`src/rtl/noc_input_unit.sv`:
```
// Local-injection input unit: FWFT flit FIFO plus XY route computation that
// latches the output port on the packet header and holds it until the tail leaves.
//
// state  | meaning
// -------+-----------------------------------------------------------------
// IDLE   | no packet open; stray non-header flits at the head are dropped
// ACTIVE | route latched; head flits are offered to the switch until the tail

`ifndef Noc_Data_Width
`define Noc_Data_Width 32
`endif

module noc_input_unit #(
  parameter int                    ID_X_WIDTH = 4,
  parameter int                    ID_Y_WIDTH = 4,
  parameter logic [ID_X_WIDTH-1:0] X_ID       = '0,
  parameter logic [ID_Y_WIDTH-1:0] Y_ID       = '0,
  parameter int                    DATA_WIDTH = `Noc_Data_Width,
  parameter int                    DEPTH      = 4
) (
  input  logic                         noc_clk,
  input  logic                         noc_rst_n,
  input  logic                         in_valid,
  output logic                         in_ready,
  input  logic [DATA_WIDTH-1:0]        in_flit,
  input  logic                         in_is_header,
  input  logic                         in_is_tail,
  output logic                         out_valid,
  input  logic                         out_ready,
  output logic [DATA_WIDTH-1:0]        out_flit,
  output logic                         out_is_header,
  output logic                         out_is_tail,
  output logic [4:0]                   out_route,
  output logic [$clog2(DEPTH+1)-1:0]   occupancy,
  output logic                         err_drop,
  output logic                         err_hdr
);

  localparam int PTR_W = $clog2(DEPTH);
  localparam int OCC_W = $clog2(DEPTH+1);
  localparam int ENT_W = DATA_WIDTH + 2;

  typedef enum logic {
    ST_IDLE   = 1'b0,
    ST_ACTIVE = 1'b1
  } state_e;

  state_e                  state_q, state_d;
  logic [PTR_W-1:0]        wr_ptr_q, wr_ptr_d;
  logic [PTR_W-1:0]        rd_ptr_q, rd_ptr_d;
  logic [OCC_W-1:0]        occ_q, occ_d;
  logic [4:0]              route_q, route_d;
  logic                    first_q, first_d;
  logic                    rdy_q;
  logic                    err_drop_q, err_drop_d;
  logic                    err_hdr_q, err_hdr_d;
  logic [ENT_W-1:0]        mem_q [DEPTH];

  logic                    full, empty, push, pop, head_valid;
  logic [ENT_W-1:0]        head;
  logic [DATA_WIDTH-1:0]   head_flit;
  logic                    head_hdr, head_tail;
  logic [ID_X_WIDTH-1:0]   dest_x;
  logic [ID_Y_WIDTH-1:0]   dest_y;
  logic [4:0]              route_calc;

  always_comb begin
    full      = (occ_q == OCC_W'(DEPTH));
    empty     = (occ_q == '0);
    head      = mem_q[rd_ptr_q];
    head_flit = head[ENT_W-1:2];
    head_hdr  = head[1];
    head_tail = head[0];
    push      = in_valid & in_ready;
    dest_x    = head_flit[DATA_WIDTH-1 -: ID_X_WIDTH];
    dest_y    = head_flit[DATA_WIDTH-1-ID_X_WIDTH -: ID_Y_WIDTH];
  end

  // Dimension-ordered: resolve X completely before looking at Y.
  always_comb begin
    route_calc = 5'b00001;
    if (dest_x > X_ID)      route_calc = 5'b00010;
    else if (dest_x < X_ID) route_calc = 5'b00100;
    else if (dest_y > Y_ID) route_calc = 5'b01000;
    else if (dest_y < Y_ID) route_calc = 5'b10000;
  end

  always_comb begin
    state_d    = state_q;
    route_d    = route_q;
    first_d    = first_q;
    pop        = 1'b0;
    head_valid = 1'b0;
    err_drop_d = 1'b0;
    err_hdr_d  = 1'b0;
    case (state_q)
      ST_IDLE: begin
        if (!empty) begin
          if (head_hdr) begin
            route_d = route_calc;
            first_d = 1'b1;
            state_d = ST_ACTIVE;
          end else begin
            pop        = 1'b1;
            err_drop_d = 1'b1;
          end
        end
      end
      ST_ACTIVE: begin
        head_valid = !empty;
        if (head_valid && out_ready) begin
          pop     = 1'b1;
          first_d = 1'b0;
          if (head_hdr && !first_q) err_hdr_d = 1'b1;
          if (head_tail)            state_d   = ST_IDLE;
        end
      end
      default: state_d = ST_IDLE;
    endcase
  end

  always_comb begin
    wr_ptr_d = push ? wr_ptr_q + PTR_W'(1) : wr_ptr_q;
    rd_ptr_d = pop  ? rd_ptr_q + PTR_W'(1) : rd_ptr_q;
    case ({push, pop})
      2'b10:   occ_d = occ_q + OCC_W'(1);
      2'b01:   occ_d = occ_q - OCC_W'(1);
      default: occ_d = occ_q;
    endcase
  end

  always_ff @(posedge noc_clk or negedge noc_rst_n) begin
    if (!noc_rst_n) begin
      state_q    <= ST_IDLE;
      wr_ptr_q   <= '0;
      rd_ptr_q   <= '0;
      occ_q      <= '0;
      route_q    <= '0;
      first_q    <= 1'b0;
      rdy_q      <= 1'b0;
      err_drop_q <= 1'b0;
      err_hdr_q  <= 1'b0;
    end else begin
      state_q    <= state_d;
      wr_ptr_q   <= wr_ptr_d;
      rd_ptr_q   <= rd_ptr_d;
      occ_q      <= occ_d;
      route_q    <= route_d;
      first_q    <= first_d;
      rdy_q      <= 1'b1;
      err_drop_q <= err_drop_d;
      err_hdr_q  <= err_hdr_d;
    end
  end

  // Storage needs no reset: occupancy alone decides what is readable.
  always_ff @(posedge noc_clk) begin
    if (push) mem_q[wr_ptr_q] <= {in_flit, in_is_header, in_is_tail};
  end

  assign in_ready      = rdy_q & !full;
  assign out_valid     = head_valid;
  assign out_flit      = head_valid ? head_flit : '0;
  assign out_is_header = head_valid & head_hdr;
  assign out_is_tail   = head_valid & head_tail;
  assign out_route     = (state_q == ST_ACTIVE) ? route_q : 5'b00000;
  assign occupancy     = occ_q;
  assign err_drop      = err_drop_q;
  assign err_hdr       = err_hdr_q;

endmodule

```
`config.mk`:
```
export PLATFORM = sky130hd
export DESIGN_NAME = noc_input_unit
export DESIGN_NICKNAME = d
export VERILOG_FILES = /design/src/rtl/noc_input_unit.sv
export SDC_FILE = /design/constraint.sdc
export NUM_CORES = 1
export LEC_CHECK = 0
export CORE_MARGIN = 10
export CORE_UTILIZATION = 55
export CTS_CLUSTER_SIZE = 14
export DETAILED_ROUTE_END_ITERATION = 10
export PLACE_DENSITY = 0.8
export SLEW_MARGIN = 25
export SYNTH_ARGS = -nofsm -noshare
export SYNTH_HDL_FRONTEND = slang
export SYNTH_SLANG_ARGS = --single-unit
```
`constraint.sdc`:
```
create_clock -name noc_clk -period 5.14 [get_ports noc_clk]
set_clock_uncertainty 0.05 [all_clocks]
set_input_delay 0.771 -clock noc_clk [delete_from_list [all_inputs] [get_ports noc_clk]]
set_output_delay 0.771 -clock noc_clk [all_outputs]
set_load 0.02 [all_outputs]
```
==> results of run 1 <==
-- routing by layer --
metal	wire length (um)	vias to the layer above	part of all wire	track usage
li1	-	1359	-	-
met1	4630	1535	0.40	0.201
met2	5700	121	0.50	0.247
met3	1110	7	0.097	0.0579
met4	67	0	0.0058	0.0590
met5	0	-	0	0
-- synth_stat cells (all sizes together) (2+ instances only) --
cell type	n
nor2	4
inv	10
dfrtp	15
and2	5
a31o	2
mux2	2
nor3	2
clkbuf	10
xnor2	4
edfxtp	136
conb	2
nor4	2
nand3	2
and3	36
buf	8
ha	5
mux4	34
xor2	2
-- cells in the final DEF (no fill, tap or decap), drive strengths merged, types with 2 or more instances in the layout --
master / synthesis / final
edfxtp: 136 / 136
clkdlybuf4s50: 0 / 81
and3: 36 / 36
mux4: 34 / 34
clkbuf: 10 / 22
dfrtp: 15 / 15
inv: 10 / 10
clkinv: 1 / 6
ha: 5 / 5
and2: 5 / 5
nor2: 4 / 4
xnor2: 4 / 4
conb: 2 / 3
bufinv: 0 / 3
buf: 8 / 3
nor3: 2 / 2
nand3: 2 / 2
nor4: 2 / 2
a31o: 2 / 2
xor2: 2 / 2
clkinvlp: 0 / 2
mux2: 2 / 2
-- power groups by stage --
stage / Combinational, mW / Sequential (mW) / Clock [mW]
2_1_floorplan: 1.08 / 1.61 / 0
3_3_place_gp: 1.59 / 1.71 / 0
3_5_place_dp: 1.61 / 1.71 / 0
4_1_cts: 1.63 / 1.69 / 1.19
5_1_grt: 1.72 / 1.71 / 1.25
6_report: 1.60 / 1.68 / 1.17
-- kinds of logic (layout without fill, tap and decap cells) --
group,Yosys count,count (layout),share of synthesized area
multiplexers,37,37,0.135
flip-flops,151,151,0.747
adder cells (fa/ha/maj),6,6,0.0138
XOR/XNOR,6,6,0.00880
other,2,3,0.00126
buffers and inverters,29,127,0.0220
AO/OA/AOI/OAI,10,10,0.0159
AND/OR/NAND/NOR,55,55,0.0562
-- final cells by class --
cell class / instances / area [um^2]
Tap cell: 136 / 170
Multi-Input combinational cell: 117 / 1390
Fill cell: 657 / 3010
Sequential cell: 151 / 4460
Clock inverter: 10 / 129
Timing Repair Buffer: 84 / 833
Inverter: 11 / 41.3
Clock buffer: 22 / 433
-- sequential cells by signal, indices dropped and copies added, names as in the netlist --
| signal | cells |
|---|---|
| wr_ptr_q | 2 |
| route_q | 3 |
| err_drop | 1 |
| occupancy | 3 |
| first_q | 1 |
| err_hdr | 1 |
| mem_q | 136 |
| rd_ptr_q | 2 |
| rdy_q | 1 |
| state_q | 1 |
-- worst max path at each step --
stage                            start           end  slack (ns)  cells past startpoint
5_1_grt        rd_ptr_q[0]$_DFFE_PN0P_  out_flit[23]         1.0                      4
6_report       rd_ptr_q[0]$_DFFE_PN0P_  out_flit[23]        1.21                      4
3_5_place_dp   rd_ptr_q[0]$_DFFE_PN0P_  out_flit[23]        1.68                      4
4_1_cts        rd_ptr_q[0]$_DFFE_PN0P_  out_flit[23]        1.12                      4
2_1_floorplan  rd_ptr_q[1]$_DFFE_PN0P_  out_flit[15]        2.55                      5
3_3_place_gp   rd_ptr_q[0]$_DFFE_PN0P_  out_flit[23]        1.66                      4
-- through the flow --
| step | utilization | setup slack, ns |
|---|---|---|
| after floorplan | - | 2.55 |
| after global placement | 0.659 | 1.66 |
| after detailed placement | 0.659 | 1.68 |
| after CTS | 0.713 | 1.12 |
| after global routing | 0.713 | 0.999 |
| final | 0.713 | 1.21 |
-- worst max-delay path, stage by stage (launching register included) --
cell and delay (ns):
dfrtp_2 0.83, buf_4 0.42, mux4_2 0.55, and3_1 0.23
clkdlybuf4s50_1 0.56
==> flow_summary.toml, run 1 <==
[run_status]
outcome = "finished clean"

[setup_path]
worstPathArrival_ns = 3.11
rr_worst_depth = 8
rrSetupSlack_ns = 2.11
r2r_end = "occupancy[2]$_DFFE_PN0P_"
crit_type = "reg -> out"
regToRegStartpoint = "rd_ptr_q[0]$_DFFE_PN0P_"
critical_path.max_fanout = 22
worstPathRequired_ns = 4.32
startpoint_type = "flop"
setup.worst_path.end_class = "output pin"

[clock_tree]
cts_setup_buffers = 0
holdBufCountCts = 0
ctsRootBufferMaster = "clkbuf_8"
clockBufferDepth = 2
clk_pin_slew_ns = 0.06
clock-sinks = 151
worstSkewPairLatency_ns = 0.52
cts_resized = 0
cts_tree = "built"
cts_buffers = 17
cts.htree.levels = 4

[timing]
finalSetupViolations = 0
slew_headroom = 0.364
grt_setup_unrepaired = "false"
period_needed_ns = 3.93
report.final.slew_viol_count = 0
clock.fmax_mhz = 254
period_share = 0.766
final_hold_viol_count = 0
hold_ws_ns = 0.400
tns_ns = 0
worstMarginPinSlew_ns = 0.954

[min_path]
worstHoldStart = "first_q$_DFFE_PN0P_"
whs_endpoint = "err_hdr$_DFF_PN0_"
hold_path_depth = 1
hold_path.class = "reg -> reg"

[synthesis]
synth_top_area_cell = "edfxtp_1"
yosysWarningCount = 0
ys.flop_type = "edfxtp_1"
synthArstFlopShare = 0.0993
syn_area_um2 = 5970
synth_top_area_frac = 0.684
synth-seq-cells = 151
synth-seq-area-share = 0.747
synth_area_leaders = "edfxtp_1 68%, mux4_2 12%, dfrtp_1 6.3%"
synth_edf_count = 136
syn_inst = 296
yosysUniqueCellTypes = 38
syn_area_per_cell_um2 = 20.2

[power_and_ir_drop]
switching_share = 0.312
clkPwrFrac = 0.263
power.internal_mw = 3.07
power_density_nw_per_um2 = 597
power.switching_mw = 1.39
pwr-share-seq = 0.378
p_total_mw = 4.45
pwr-share-comb = 0.360
p_leak_nw = 2.60
ir_worst_vdd_uv = 437

[grt]
grt_max_degree = 41
first_global_vias = 3289
gr-total-overflow = 0
antenna_found_initial = 0
grt_pass1_wl_mm = 18.2
grt.total_usage = 0.159

[final_layout]
fin_area_um2 = 7460
drive_above_1_share = 0.185
final_nets = 426
diodes = 0
syn_to_final_growth_pct = 24.9
instances_no_fill = 531

[placed_design]
dpl_cell_area_um2 = 6890
port_buffers = 81
dp.cells = 499
globalplace.congestion = 0.763
dpl.hpwl_mm = 6.96

[die]
dieArea_um2 = 15400
row_count = 37
design.core.area_um2 = 10500
die_x_um = 124
io_pins = 84
die_y_um = 124
start_util = 0.571

[routing]
routed_via_density = 5.69
vias = 3022
remaining_drc_errors = 0
dr.pass1.iters = 6
drtIter0Drc = 252
detail_route.wl_per_cell_um = 21.7
ant_nets = 0
routed_wl_mm = 11.5

[run]
maxCapViolCount = 0
Note: power is estimated with default switching activity, not from simulation.
==> run 2, diff against run 1 <==
- CORE_UTILIZATION: 55 -> 54
- PLACE_DENSITY: 0.8 -> 0.79
- clock period: 5.14 -> 3.86 ns (I/O delays scaled with it)
==> run 2 against run 1 <==
Global-route usage grew 0.28 points; combinational power grew 38%; non-clock buffer count grew 2; sequential cell count is the same; largest cell class unchanged.
==> flow_summary.toml, run 2 (same netlist as run 1, synthesis figures left out) <==
[routing]
detail_route.wl_per_cell_um = 22.8
routed_via_density = 5.78
dr.pass1.iters = 4
routed_wl_mm = 12.3
remaining_drc_errors = 0
vias = 3105
ant_nets = 0
drtIter0Drc = 190

[final_layout]
drive_above_1_share = 0.207
final_common_cell = "edfxtp_1"
diodes = 0
fill_cells = 712
multi_input_area_um2 = 1390
syn_to_final_growth_pct = 26.9
top_register = "mem_q"
largest_register_ffs = 136
fin_util = 0.699
seq_area_um2 = 4460
final_nets = 428
layout_common_cells = "136 x edfxtp_1, 81 x clkdlybuf4s50_1, 36 x and3_1"

[timing]
tns_ns = 0
worstMarginPinSlew_ns = 0.958
period_needed_ns = 3.50
hold_ws_ns = 0.395
grt_setup_unrepaired = "false"
clock.fmax_mhz = 285
finalSetupViolations = 0
period_share = 0.907
slew_headroom = 0.362
report.final.slew_viol_count = 0
final_hold_viol_count = 0
fin_ws_ns = 0.357

[setup_path]
startpoint_type = "flop"
crit_type = "reg -> out"
critical_path.max_fanout = 19
critPathLaunch = "rd_ptr_q[0]$_DFFE_PN0P_"
regToRegStartpoint = "rd_ptr_q[0]$_DFFE_PN0P_"
setup.worst_path.end_class = "output pin"
worstPathRequired_ns = 3.23
worstPathArrival_ns = 2.87

[placed_design]
dpl.hpwl_mm = 7.54
port_buffers = 81
dp_slack_ns = 0.875
globalplace.congestion = 0.772

[power_and_ir_drop]
power.switching_mw = 1.91
ir_worst_vdd_uv = 445
switching_share = 0.307
clkPwrFrac = 0.288
power.internal_mw = 4.31
p_leak_nw = 2.67
pwr-share-seq = 0.358
power_density_nw_per_um2 = 821
pwr-share-comb = 0.354
p_total_mw = 6.22

[die]
die_x_um = 125
io_pins = 84
design.core.area_um2 = 10800
row_count = 38
die_y_um = 125
dieArea_um2 = 15700
start_util = 0.551

[clock_tree]
cts_buffers = 17
cts_setup_buffers = 0
ctsRootBufferMaster = "clkbuf_8"
holdBufCountCts = 0
cts_resized = 0
clock-sinks = 151
clk_pin_slew_ns = 0.06
clockBufferDepth = 2
worstSkewPairLatency_ns = 0.52
cts.htree.levels = 4
cts_tree = "built"

[grt]
first_global_vias = 3472
grt.total_usage = 0.162
grt_pass1_wl_mm = 19.5
grt_max_degree = 35
antenna_found_initial = 0
gr-total-overflow = 0

[min_path]
worstHoldStart = "first_q$_DFFE_PN0P_"
hold_path.class = "reg -> reg"

[run_status]
outcome = "finished clean"

[run]
maxCapViolCount = 0
[run 2: cell types whose count changed in the layout (fill, tap and decap cells not counted), sizes merged]
cell | before | now
clkbuf | 22 | 19
clkinvlp | 2 | 1
clkinv | 6 | 7
buf | 3 | 5
bufinv | 3 | 6
[run 2: area by class of cell]
| class | count | area share |
|---|---|---|
| well taps | 140 | 0.0231 |
| repair buffers | 86 | 0.114 |
| flip-flops and latches | 151 | 0.589 |
| multi-input cells | 117 | 0.183 |
| clock inverters | 13 | 0.0302 |
| inverters | 11 | 0.00545 |
| clock buffers | 19 | 0.0556 |
[run 2: path summary, 6_finish.rpt]
| path | to | slack, ns | depth (start not counted) |
|---|---|---|---|
| hold reg to reg | err_hdr$_DFF_PN0_ | 0.40 | 1 |
| setup reg to reg | occupancy[2]$_DFFE_PN0P_ | 0.94 | 8 |
| hold / removal | err_hdr$_DFF_PN0_ | 0.40 | 1 |
| setup / recovery | out_flit[26] | 0.36 | 4 |
| min in group asynchronous | route_q[1]$_DFFE_PN0P_ | 0.44 | 1 |
| max in group asynchronous | rd_ptr_q[0]$_DFFE_PN0P_ | 2.83 | 1 |
[run 2: per-layer routing]
layer / vias up / GRT usage / part of all wire
li1: 1368 / - / -
met1: 1605 / 0.188 / 0.40
met2: 116 / 0.264 / 0.52
met3: 16 / 0.0570 / 0.067
met4: 0 / 0.0766 / 0.016
met5: - / 0 / 0
[run 2: power groups by stage]
stage          sequential, mW  clock [mW]  combinational [mW]
2_1_floorplan            2.14           0                1.43
3_3_place_gp             2.24           0                2.18
3_5_place_dp             2.26           0                2.21
4_1_cts                  2.23        1.82                2.24
5_1_grt                  2.26        1.89                2.37
6_report                 2.23        1.79                2.20
[run 2: worst max-delay path, cell delays in order, from the launching register on]
cell and delay, ns:
dfrtp_2 0.73, buf_12 0.27, mux4_2 0.57, and3_1 0.20, clkdlybuf4s50_1 0.54
[run 2: through the flow]
stage	std cells	instance area (um^2)
after floorplan	297	5970
after global placement	505	6930
after detailed placement	505	6930
after CTS	537	7580
after global routing	537	7580
final	537	7580
==> run 3, diff against run 2 <==
- CORE_UTILIZATION: 54 -> 34
- PLACE_DENSITY: 0.79 -> not set
- SLEW_MARGIN: 25 -> not set
==> run 3 against run 2 <==
Final area up 0.54%; worst setup slack better by 0.12 ns; first-iteration DRC count down 2.6%; sequential cell count unchanged; sequential power about the same; fmax up 3.7%; non-clock buffer count up 4; register-to-register slack about the same; routed wire length up 0.94%; largest power group unchanged.
==> flow_summary.toml, run 3 (same netlist as run 1, synthesis figures left out) <==
[timing]
grt_setup_unrepaired = "false"
period_needed_ns = 3.38
final_hold_viol_count = 0
slew_headroom = 0.486
report.final.slew_viol_count = 0
finalSetupViolations = 0
clock.fmax_mhz = 296
tns_ns = 0
worstMarginPinSlew_ns = 0.768
period_share = 0.875
fin_ws_ns = 0.481

[final_layout]
diodes = 0
top_register = "mem_q"
syn_to_final_growth_pct = 27.6
layout_common_cells = "136 x edfxtp_1, 81 x clkdlybuf4s50_1, 36 x and3_1"
multi_input_area_um2 = 1390
seq_area_um2 = 4460
final_common_cell = "edfxtp_1"
fill_cells = 1490
fin_area_um2 = 7620
drive_above_1_share = 0.204
instances_no_fill = 626
fin_util = 0.442
largest_register_ffs = 136
final_nets = 432

[power_and_ir_drop]
p_leak_nw = 2.65
power_density_nw_per_um2 = 777
ir_worst_vdd_uv = 340

[setup_path]
critical_path.max_fanout = 20
worstPathRequired_ns = 3.23
crit_type = "reg -> out"
setup.worst_path.end_class = "output pin"
rr_worst_depth = 8
worstPathArrival_ns = 2.75
startpoint_type = "flop"

[clock_tree]
clock-sinks = 151
cts_setup_buffers = 0
clk_pin_slew_ns = 0.06
clockBufferDepth = 2
cts.htree.levels = 4
cts_resized = 0
ctsRootBufferMaster = "clkbuf_16"
cts_buffers = 17
holdBufCountCts = 0
cts_tree = "built"
worstSkewPairLatency_ns = 0.42

[grt]
gr-total-overflow = 0
grt_max_degree = 41
grt_pass1_wl_mm = 19.0
antenna_found_initial = 0
first_global_vias = 3203
grt.total_usage = 0.109

[placed_design]
globalplace.congestion = 0.715
port_buffers = 81
dp_slack_ns = 0.865
dp.cells = 594
dpl.hpwl_mm = 8.17
dpl_cell_area_um2 = 7080

[die]
design.core.area_um2 = 17200
row_count = 48
die_x_um = 153
die_y_um = 153
io_pins = 84
start_util = 0.346
dieArea_um2 = 23300

[routing]
routed_via_density = 4.80
routed_wl_mm = 12.4
dr.pass1.iters = 4
detail_route.wl_per_cell_um = 19.8
drtIter0Drc = 185
vias = 3007
remaining_drc_errors = 0
ant_nets = 0

[min_path]
hold_path.class = "reg -> reg"
hold_path_depth = 1

[run_status]
outcome = "finished clean"

[run]
maxCapViolCount = 0
## run 3: cell types whose count changed in the layout (fill, tap and decap cells not counted), sizes merged
cell      previous run  this run
clkinvlp             1         0
bufinv               6         2
buf                  5         9
clkinv               7        14
clkbuf              19        17
## run 3: worst paths after layout
kind,start,to,slack (ns)
worst max-delay path,rd_ptr_q[0]$_DFFE_PN0P_,out_flit[13],0.48
worst min-delay path,first_q$_DFFE_PN0P_,err_hdr$_DFF_PN0_,0.40
worst max register to register,rd_ptr_q[0]$_DFFE_PN0P_,occupancy[2]$_DFFE_PN0P_,0.93
worst min register to register,first_q$_DFFE_PN0P_,err_hdr$_DFF_PN0_,0.40
max in group asynchronous,noc_rst_n,rd_ptr_q[1]$_DFFE_PN0P_,2.66
min in group asynchronous,noc_rst_n,err_hdr$_DFF_PN0_,0.57
## run 3: metal layers
metal	routed length [um]	vias to the layer above	part of all wire	GRT usage
li1	-	1373	-	-
met1	5470	1542	0.44	0.132
met2	5990	80	0.48	0.168
met3	755	12	0.061	0.0435
met4	170	0	0.014	0.0477
met5	0	-	0	0
## run 3: where the power goes
| part | switching [mW] | internal (mW) | total [mW] |
|---|---|---|---|
| sequential | 0.214 | 2.02 | 2.23 |
| clock | 0.582 | 0.925 | 1.51 |
| combinational | 1.07 | 1.11 | 2.18 |
| total | 1.86 | 4.06 | 5.92 |
## run 3: final cells by class
cell class | count | share of cell area
clock inverter | 15 | 0.0154
tap | 225 | 0.0370
clock buffer | 17 | 0.0558
timing repair buffer | 90 | 0.119
multi-input combinational | 117 | 0.182
sequential | 151 | 0.586
inverter | 11 | 0.00542
## run 3: critical path, cell delays in order (launching register included)
cell and delay, ns:
dfrtp_2 0.73, buf_12 0.28, mux4_2 0.52, and3_1 0.23, clkdlybuf4s50_1 0.55
## run 3: stage by stage
step | hold WS, ns | power [mW]
after floorplan | 0.233 | 3.57
after global placement | 0.374 | 4.48
after detailed placement | 0.400 | 4.51
after CTS | 0.406 | 6.02
after global routing | 0.406 | 6.25
final | 0.402 | 5.92
